## src/rtl/alu_pkg.sv

```systemverilog
`default_nettype none
// ============================================================================
// Module      : alu_pkg
// Description : Shared width, opcode encoding and divide-by-zero constant
//               for the 8-bit registered ALU.
// Revision    : 1.0 - initial release
// ============================================================================
package alu_pkg;

    localparam int WIDTH = 8;

    // Operation select codes; all eight encodings are defined.
    typedef enum logic [2:0] {
        OP_ADD = 3'b000,
        OP_SUB = 3'b001,
        OP_MUL = 3'b010,
        OP_DIV = 3'b011,
        OP_MOD = 3'b100,
        OP_AND = 3'b101,
        OP_OR  = 3'b110,
        OP_XOR = 3'b111
    } alu_op_e;

    // Quotient returned when dividing by zero.
    localparam logic [7:0] DIV_ZERO_RESULT = 8'hFF;

endpackage : alu_pkg
`default_nettype wire

```

## src/rtl/alu8_if.sv

```systemverilog
`default_nettype none
// ============================================================================
// Module      : alu8_if
// Description : Operand/control/result bundle of the registered ALU.
//               The master drives operands and control and samples the result.
// Revision    : 1.0 - initial release
// ============================================================================
interface alu8_if #(
    parameter int WIDTH = alu_pkg::WIDTH
);
    logic [2:0]       ctrl_i;
    logic [WIDTH-1:0] data0_i;
    logic [WIDTH-1:0] data1_i;
    logic [WIDTH-1:0] result_o;

    modport master (
        output ctrl_i,
        output data0_i,
        output data1_i,
        input  result_o
    );

    modport slave (
        input  ctrl_i,
        input  data0_i,
        input  data1_i,
        output result_o
    );
endinterface : alu8_if
`default_nettype wire

```

## src/rtl/alu_divmod.sv

```systemverilog
`default_nettype none
// ============================================================================
// Module      : alu_divmod
// Description : Combinational unsigned restoring divider, WIDTH stages.
//               One instance yields both quotient and remainder; a zero
//               divisor returns the all-ones quotient and the dividend as
//               remainder.
// Revision    : 1.0 - initial release
// ============================================================================
module alu_divmod
    import alu_pkg::*;
#(
    parameter int WIDTH = alu_pkg::WIDTH
) (
    input  wire logic [WIDTH-1:0] i_dividend,
    input  wire logic [WIDTH-1:0] i_divisor,
    output logic      [WIDTH-1:0] o_quotient,
    output logic      [WIDTH-1:0] o_remainder
);

    logic [WIDTH-1:0] w_quo;
    logic [WIDTH-1:0] w_rem;
    logic [WIDTH:0]   w_trial;
    logic [WIDTH:0]   w_diff;

    // Restoring long division, MSB first: shift in one dividend bit per stage,
    // keep the subtraction only when it does not borrow. The partial remainder
    // is always below the divisor, so WIDTH bits hold it and WIDTH+1 bits hold
    // the trial value.
    always_comb begin
        w_quo   = '0;
        w_rem   = '0;
        w_trial = '0;
        w_diff  = '0;
        for (int i = WIDTH - 1; i >= 0; i--) begin
            w_trial = {w_rem, i_dividend[i]};
            w_diff  = w_trial - {1'b0, i_divisor};
            if (!w_diff[WIDTH]) begin
                w_quo[i] = 1'b1;
                w_rem    = w_diff[WIDTH-1:0];
            end else begin
                w_rem    = w_trial[WIDTH-1:0];
            end
        end
    end

    // Zero divisor is a defined case rather than an error.
    always_comb begin
        if (i_divisor == '0) begin
            o_quotient  = WIDTH'(DIV_ZERO_RESULT);
            o_remainder = i_dividend;
        end else begin
            o_quotient  = w_quo;
            o_remainder = w_rem;
        end
    end

endmodule : alu_divmod
`default_nettype wire

```

## src/rtl/alu8_top.sv

```systemverilog
`default_nettype none
// ============================================================================
// Module      : alu8_top
// Description : 8-bit unsigned ALU with eight operations and a registered
//               result (1-cycle latency, new operation every cycle).
// Revision    : 1.0 - initial release
// ============================================================================
module alu8_top
    import alu_pkg::*;
#(
    parameter int WIDTH = alu_pkg::WIDTH
) (
    input  wire logic clk_i,
    input  wire logic rst_i,
    alu8_if.slave     bus
);

    alu_op_e          w_op;
    logic [WIDTH-1:0] w_quotient;
    logic [WIDTH-1:0] w_remainder;
    logic [WIDTH-1:0] w_next;
    logic [WIDTH-1:0] r_result;

    assign w_op = alu_op_e'(bus.ctrl_i);

    alu_divmod #(
        .WIDTH (WIDTH)
    ) u_divmod (
        .i_dividend  (bus.data0_i),
        .i_divisor   (bus.data1_i),
        .o_quotient  (w_quotient),
        .o_remainder (w_remainder)
    );

    // Opcode mux; every result is naturally truncated to WIDTH bits.
    always_comb begin
        w_next = '0;
        unique case (w_op)
            OP_ADD: w_next = bus.data0_i + bus.data1_i;
            OP_SUB: w_next = bus.data0_i - bus.data1_i;
            OP_MUL: w_next = bus.data0_i * bus.data1_i;
            OP_DIV: w_next = w_quotient;
            OP_MOD: w_next = w_remainder;
            OP_AND: w_next = bus.data0_i & bus.data1_i;
            OP_OR : w_next = bus.data0_i | bus.data1_i;
            OP_XOR: w_next = bus.data0_i ^ bus.data1_i;
        endcase
    end

    // Result register; reset wins over the operation sampled at the same edge.
    always_ff @(posedge clk_i) begin
        if (rst_i) begin
            r_result <= '0;
        end else begin
            r_result <= w_next;
        end
    end

    assign bus.result_o = r_result;

endmodule : alu8_top
`default_nettype wire

```

## src/flat_wrapper.sv

```systemverilog
// flat-port wrapper written by rule: the top's interface ports become plain ports
module alu8_top_flat import alu_pkg::*;
#(
    parameter int WIDTH = alu_pkg::WIDTH
)
  (clk_i, rst_i, bus_ctrl_i, bus_data0_i, bus_data1_i, bus_result_o);
  alu8_if #(.WIDTH(WIDTH)) bus_i ();
  input  wire logic clk_i;
  input  wire logic rst_i;
  input wire logic [$bits(bus_i.ctrl_i)-1:0] bus_ctrl_i;
  input wire logic [$bits(bus_i.data0_i)-1:0] bus_data0_i;
  input wire logic [$bits(bus_i.data1_i)-1:0] bus_data1_i;
  output wire logic [$bits(bus_i.result_o)-1:0] bus_result_o;
  assign bus_i.ctrl_i = bus_ctrl_i;
  assign bus_i.data0_i = bus_data0_i;
  assign bus_i.data1_i = bus_data1_i;
  assign bus_result_o = bus_i.result_o;
  alu8_top #(.WIDTH(WIDTH)) u_core (.clk_i(clk_i), .rst_i(rst_i), .bus(bus_i));
endmodule
```

## config.mk

```make
export PLATFORM = sky130hd
export DESIGN_NAME = alu8_top_flat
export DESIGN_NICKNAME = d
export VERILOG_FILES = /design/src/rtl/alu_pkg.sv /design/src/rtl/alu8_if.sv /design/src/rtl/alu_divmod.sv /design/src/rtl/alu8_top.sv /design/src/flat_wrapper.sv
export SDC_FILE = /design/constraint.sdc
export NUM_CORES = 1
export LEC_CHECK = 0
export CAP_MARGIN = 40
export CORE_ASPECT_RATIO = 1.25
export CORE_MARGIN = 5
export CORE_UTILIZATION = 55
export CTS_CLUSTER_DIAMETER = 100
export CTS_CLUSTER_SIZE = 20
export DETAILED_ROUTE_END_ITERATION = 6
export DONT_BUFFER_PORTS = 1
export PLACE_DENSITY = 0.8
export REMOVE_ABC_BUFFERS = 1
export SYNTH_ARGS = -nofsm -noshare
export SYNTH_HDL_FRONTEND = slang
export SYNTH_SLANG_ARGS = --single-unit
```

## constraint.sdc

```tcl
create_clock -name clk_i -period 64.3 [get_ports clk_i]
set_clock_uncertainty 0.1 [all_clocks]
set_input_delay 12.86 -clock clk_i [delete_from_list [all_inputs] [get_ports clk_i]]
set_output_delay 12.86 -clock clk_i [all_outputs]
set_load 0.1 [all_outputs]
```

==> key figures, run 1 <==
Yosys
  – Number of warnings printed during yosys synthesis: 0
  – Mean instance size in the synthesized netlist: 7.63 um2
  – Synth Flop Type: sky130_fd_sc_hd__dfxtp_1
  – Netlist cell types: 71
  – Share of synthesized area occupied by flip-flops and latches: 2.85%
  – Synth Cell Area: 5610 um2
  – Synth Register Bits: 8
  – Number of flops mapped to enable cells by yosys: 0
  – Count of mapped cells out of synthesis: 736
  – Proportion of register bits with asynchronous set or reset after synthesis: 0%

Detailed routing
  – DR WL met3: 708 um
  – Number of vias per cell after detailed routing: 6.11
  – Routed length per instance: 17.8 um
  – Routed Antenna Nets: 0
  – Routed metal-1 wirelength: 6290 um
  – Sum of met2 wire segment lengths after detailed routing: 7900 um
  – Residual DRC count: 0
  – Top routing layer in use: met4
  – Final WL: 15300 um
  – Initial DRT Pass Iterations: 7
  – Overall via count from detail_route: 5267
  – Initial DRC count: 325

Worst setup path
  – Kind of critical path: in -> reg
  – CP Capture Type: register
  – Top fanout value on the critical path: 19
  – Top delay family on crit path: compound AO/OA/AOI/OAI gates
  – Crit-path slowest cell: sky130_fd_sc_hd__xnor2_1
  – Total number of cells along the worst setup path: 73
  – Crit path buf inv count: 4
  – Data required, critical path: 64.36 ns
  – Startpoint class of the critical path: primary input
  – Arrival time worst endpoint: 31.20 ns
  – Slowest cell delay on critical path: 0.65 ns
  – Most common cell on crit path: sky130_fd_sc_hd__a21oi_1

Clock tree
  – Clock root buffer: sky130_fd_sc_hd__clkbuf_16
  – # hold bufs at CTS: 0
  – Number of clock buffers inserted by TritonCTS: 3
  – Setup bufs post-CTS: 0
  – Max H-tree Level: 1
  – Number of sinks handled by clock tree synthesis: 8
  – Clock tree buffer depth: 2
  – PostCTS Resize Cnt: 0
  – Clock slew at reported path FFs: 0.04 ns
  – CTS tree: yes

STA
  – Final worst-path cycle share: 48.4%
  – Highest achievable clock rate: 32.1 MHz
  – Actual slew at the worst max-slew pin: 0.872 ns
  – Slew HR: 41.8%
  – Unrepaired setup endpoints after global routing: false
  – Final hold violations: 0
  – Setup violation total in the final timing report: 0
  – Accumulated negative setup slack: 0 ns
  – Total count of max-transition violations in the final report: 0
  – Post-layout minimum cycle time: 31.14 ns

Job
  – Max_cap viols: 0

Die
  – Initial core utilization: 55.8%
  – Vertical die dimension: 123 um
  – I/O pin count: 29
  – Full die area: 12300 um2
  – Row count: 41
  – Die width: 100 um
  – Placeable core area: 10100 um2

Finish
  – Multi-input combinational cell area: 5120 um2
  – Sequential Area: 160 um2
  – Max reg flops: 8
  – Post-layout nets: 880
  – Share of cells above drive strength 1: 5.59%
  – ANT cells: 0
  – Post-synthesis to final-layout area growth: 5.24%
  – Filler instances: 921

Run status
  – Outcome: complete, no violations

Min path
  – Class of the tightest hold or removal check: in -> reg
  – Hold-critical path depth: 1

Global routing
  – Total congestion overflow: 0
  – Maximum number of pins on one net before global-route repair: 33
  – Global-route wire length before repair: 25800 um
  – Via count of the first global-routing pass: 5434
  – Total global-route track usage: 25.5%
  – Initial antenna violation count: 0

Placed design
  – Weighted congestion reported at the end of routability-driven placement: 0.960
  – HPWL after detailed placement: 12000 um
  – Total of buffers placed on input and output ports: 0
cell usage after synthesis, types with 12 or more instances:
cell type / instances / area (um2)
sky130_fd_sc_hd__fa_1: 20 / 400
sky130_fd_sc_hd__inv_1: 69 / 259
sky130_fd_sc_hd__a21o_1: 28 / 210
sky130_fd_sc_hd__clkbuf_1: 12 / 45.0
sky130_fd_sc_hd__nor2_1: 70 / 263
sky130_fd_sc_hd__o21ai_0: 34 / 170
sky130_fd_sc_hd__xor2_1: 23 / 201
sky130_fd_sc_hd__nand3_1: 13 / 65.1
sky130_fd_sc_hd__xnor2_1: 54 / 473
sky130_fd_sc_hd__a21oi_1: 65 / 325
sky130_fd_sc_hd__mux2i_1: 18 / 180
sky130_fd_sc_hd__ha_1: 104 / 1300
sky130_fd_sc_hd__nand2_1: 52 / 195
per-layer routing:
layer,up-vias,global-route usage (%)
met4,0,8.34
met2,167,48.0
met3,39,1.24
met1,2479,30.7
li1,2582,-
met5,-,0
cells by family (layout without fill, tap and decap cells):
logic type,after synthesis,after routing,share of synthesized area (%)
fa+ha+maj,125,125,30.5
simple gates,203,203,18.2
xor+xnor,80,80,12.9
buf+inv,86,81,6.06
flops,8,8,2.85
compound gates,200,200,22.8
other cells,1,3,0.0668
mux,33,33,6.62
layout make-up:
type | instances | share of cell area, %
Sequential cell | 8 | 2.71
Tap cell | 129 | 2.73
Timing Repair Buffer | 9 | 2.22
Multi-Input combinational cell | 644 | 86.7
Inverter | 69 | 4.38
Clock buffer | 3 | 1.27
placed cells by master, fill, tap and decap left out, types with 7 or more instances in the layout:
| cell | synthesis | routed |
|---|---|---|
| sky130_fd_sc_hd__ha_1 | 104 | 104 |
| sky130_fd_sc_hd__nor2_1 | 70 | 70 |
| sky130_fd_sc_hd__inv_1 | 69 | 69 |
| sky130_fd_sc_hd__a21oi_1 | 65 | 65 |
| sky130_fd_sc_hd__xnor2_1 | 54 | 54 |
| sky130_fd_sc_hd__nand2_1 | 52 | 52 |
| sky130_fd_sc_hd__o21ai_0 | 34 | 34 |
| sky130_fd_sc_hd__a21o_1 | 28 | 28 |
| sky130_fd_sc_hd__xor2_1 | 23 | 23 |
| sky130_fd_sc_hd__fa_1 | 20 | 20 |
| sky130_fd_sc_hd__mux2i_1 | 18 | 18 |
| sky130_fd_sc_hd__nand3_1 | 13 | 13 |
| sky130_fd_sc_hd__nand2b_1 | 11 | 11 |
| sky130_fd_sc_hd__and2_1 | 11 | 11 |
| sky130_fd_sc_hd__mux2_2 | 11 | 11 |
| sky130_fd_sc_hd__o21ai_1 | 9 | 9 |
| sky130_fd_sc_hd__o21bai_1 | 8 | 8 |
| sky130_fd_sc_hd__dfxtp_1 | 8 | 8 |
| sky130_fd_sc_hd__buf_8 | 0 | 8 |
| sky130_fd_sc_hd__o211ai_1 | 7 | 7 |
| sky130_fd_sc_hd__and3_1 | 7 | 7 |
| sky130_fd_sc_hd__nor2b_1 | 7 | 7 |
| sky130_fd_sc_hd__nor3_1 | 7 | 7 |
final timing paths:
check                          start                      to  slack, ns
worst min-delay path           rst_i  u_core.bus.result_o[7]      12.65
worst max-delay path  bus_data1_i[1]  u_core.bus.result_o[7]      33.16
stage by stage:
stage / utilization (%) / setup WS (ns) / instances / hold slack (ns) / area [um2]
3_3_place_gp: 56.7 / 33.61 / 850 / 12.87 / 5700
2_1_floorplan: - / 35.23 / 721 / 12.87 / 5540
5_1_grt: 58.8 / 31.62 / 862 / 12.64 / 5910
4_1_cts: 58.8 / 33.27 / 862 / 12.65 / 5910
6_report: 58.8 / 33.16 / 862 / 12.65 / 5910
3_5_place_dp: 58.0 / 33.10 / 859 / 12.89 / 5830
Power of run 1 is not shown: default switching activity piles up to over one toggle a cycle in this logic, so the estimate is an artifact.
==> run 2, diff against run 1 <==
- PLACE_DENSITY: 0.8 -> 0.83
- clock period: 64.3 -> 25.5 ns (I/O delays scaled with it)
==> run 2 against run 1 <==
Against the previous run: via count is 1.1% higher; final area stayed put; non-clock buffer count stayed put; sequential share of layout area stayed put; sequential cell count stayed put; setup slack worse by 31 ns; cell count stayed put; utilization stayed put; global-route usage is 0.57 points lower; clock-buffer cell count stayed put; die area stayed put.
==> key figures, run 2 (same netlist as run 1, synthesis figures left out) <==
STA
  – Setup violation total in the final timing report: 0
  – Actual slew at the worst max-slew pin: 0.905 ns
  – Unrepaired setup endpoints after global routing: false
  – Total count of max-transition violations in the final report: 0
  – Post-layout minimum cycle time: 23.40 ns
  – Slew HR: 39.6%
  – Final worst-path cycle share: 91.8%
  – Accumulated negative setup slack: 0 ns
  – Final hold violations: 0
  – Highest achievable clock rate: 42.7 MHz

Die
  – Initial core utilization: 55.8%
  – Placeable core area: 10100 um2
  – Full die area: 12300 um2
  – Vertical die dimension: 123 um
  – Row count: 41
  – I/O pin count: 29
  – Die width: 100 um

Finish
  – Post-layout nets: 880
  – Post-synthesis to final-layout area growth: 5.24%
  – Most frequent standard cell in the layout excluding fill and tap cells: sky130_fd_sc_hd__ha_1
  – Share of cells above drive strength 1: 5.59%
  – Max reg flops: 8
  – Most used cells in the layout excluding fill and tap cells: sky130_fd_sc_hd__ha_1 (104), sky130_fd_sc_hd__nor2_1 (70), sky130_fd_sc_hd__inv_1 (69)
  – ANT cells: 0
  – Area of all placed cells without fillers: 5910 um2

Clock tree
  – # hold bufs at CTS: 0
  – Number of sinks handled by clock tree synthesis: 8
  – Clock slew at reported path FFs: 0.04 ns
  – Number of clock buffers inserted by TritonCTS: 3
  – CTS tree: yes
  – Clock tree buffer depth: 2
  – Max H-tree Level: 1
  – Clock root buffer: sky130_fd_sc_hd__clkbuf_16
  – PostCTS Resize Cnt: 0
  – Setup bufs post-CTS: 0

Placed design
  – Weighted congestion reported at the end of routability-driven placement: 0.939
  – Post-place instance area: 5830 um2
  – Total of buffers placed on input and output ports: 0
  – HPWL after detailed placement: 12300 um

Detailed routing
  – Initial DRC count: 370
  – Routed length per instance: 17.8 um
  – Residual DRC count: 0
  – Final WL: 15300 um
  – Number of vias per cell after detailed routing: 6.18
  – Routed Antenna Nets: 0
  – Initial DRT Pass Iterations: 5
  – Overall via count from detail_route: 5324

Worst setup path
  – Most common cell on crit path: sky130_fd_sc_hd__a21oi_1
  – Startpoint class of the critical path: primary input
  – CP Capture Type: register
  – Arrival time worst endpoint: 23.45 ns
  – Kind of critical path: in -> reg
  – Crit-path slowest cell: sky130_fd_sc_hd__inv_1
  – Crit path buf inv count: 4
  – Data required, critical path: 25.55 ns
  – Slowest cell delay on critical path: 0.64 ns
  – Top fanout value on the critical path: 20
  – Top delay family on crit path: compound AO/OA/AOI/OAI gates

Job
  – Max_cap viols: 0

Run status
  – Outcome: complete, no violations

Global routing
  – Total congestion overflow: 0
  – Global-route wire length before repair: 25200 um
  – Total global-route track usage: 24.9%
  – Maximum number of pins on one net before global-route repair: 33
  – Initial antenna violation count: 0
  – Via count of the first global-routing pass: 5358

Min path
  – Class of the tightest hold or removal check: in -> reg
==> run 2: cell counts in the layout (fill, tap and decap cells not counted) <==
Identical to the previous run, type by type.
==> run 2: worst paths after layout <==
path	from	endpoint	slack, ns	cells after the start
worst max-delay path	bus_data1_i[1]	u_core.bus.result_o[7]	2.10	73
worst min-delay path	rst_i	u_core.bus.result_o[6]	4.90	1
==> run 2: layout make-up <==
class | instances | area (um2)
well taps | 129 | 161
flip-flops and latches | 8 | 160
multi-input cells | 644 | 5120
repair buffers | 9 | 131
clock buffers | 3 | 75.1
inverters | 69 | 259
fillers | 911 | 4150
==> run 2: stage by stage <==
stage	setup slack, ns	hold slack (ns)	util [%]	instances
5_1_grt	0.667	4.89	58.8	862
3_3_place_gp	2.69	5.12	56.7	850
2_1_floorplan	4.19	5.11	-	721
3_5_place_dp	2.07	5.12	58.0	859
4_1_cts	2.22	4.89	58.8	862
6_report	2.10	4.90	58.8	862
==> run 2: per-layer routing <==
layer | GRT usage [%] | up-vias | part of all wire (%)
met5 | 0 | - | 0
li1 | - | 2574 | -
met4 | 7.08 | 0 | 3.0
met3 | 1.64 | 42 | 5.6
met1 | 29.7 | 2490 | 39
met2 | 47.5 | 218 | 52
Power of run 2 is left out for the same reason.
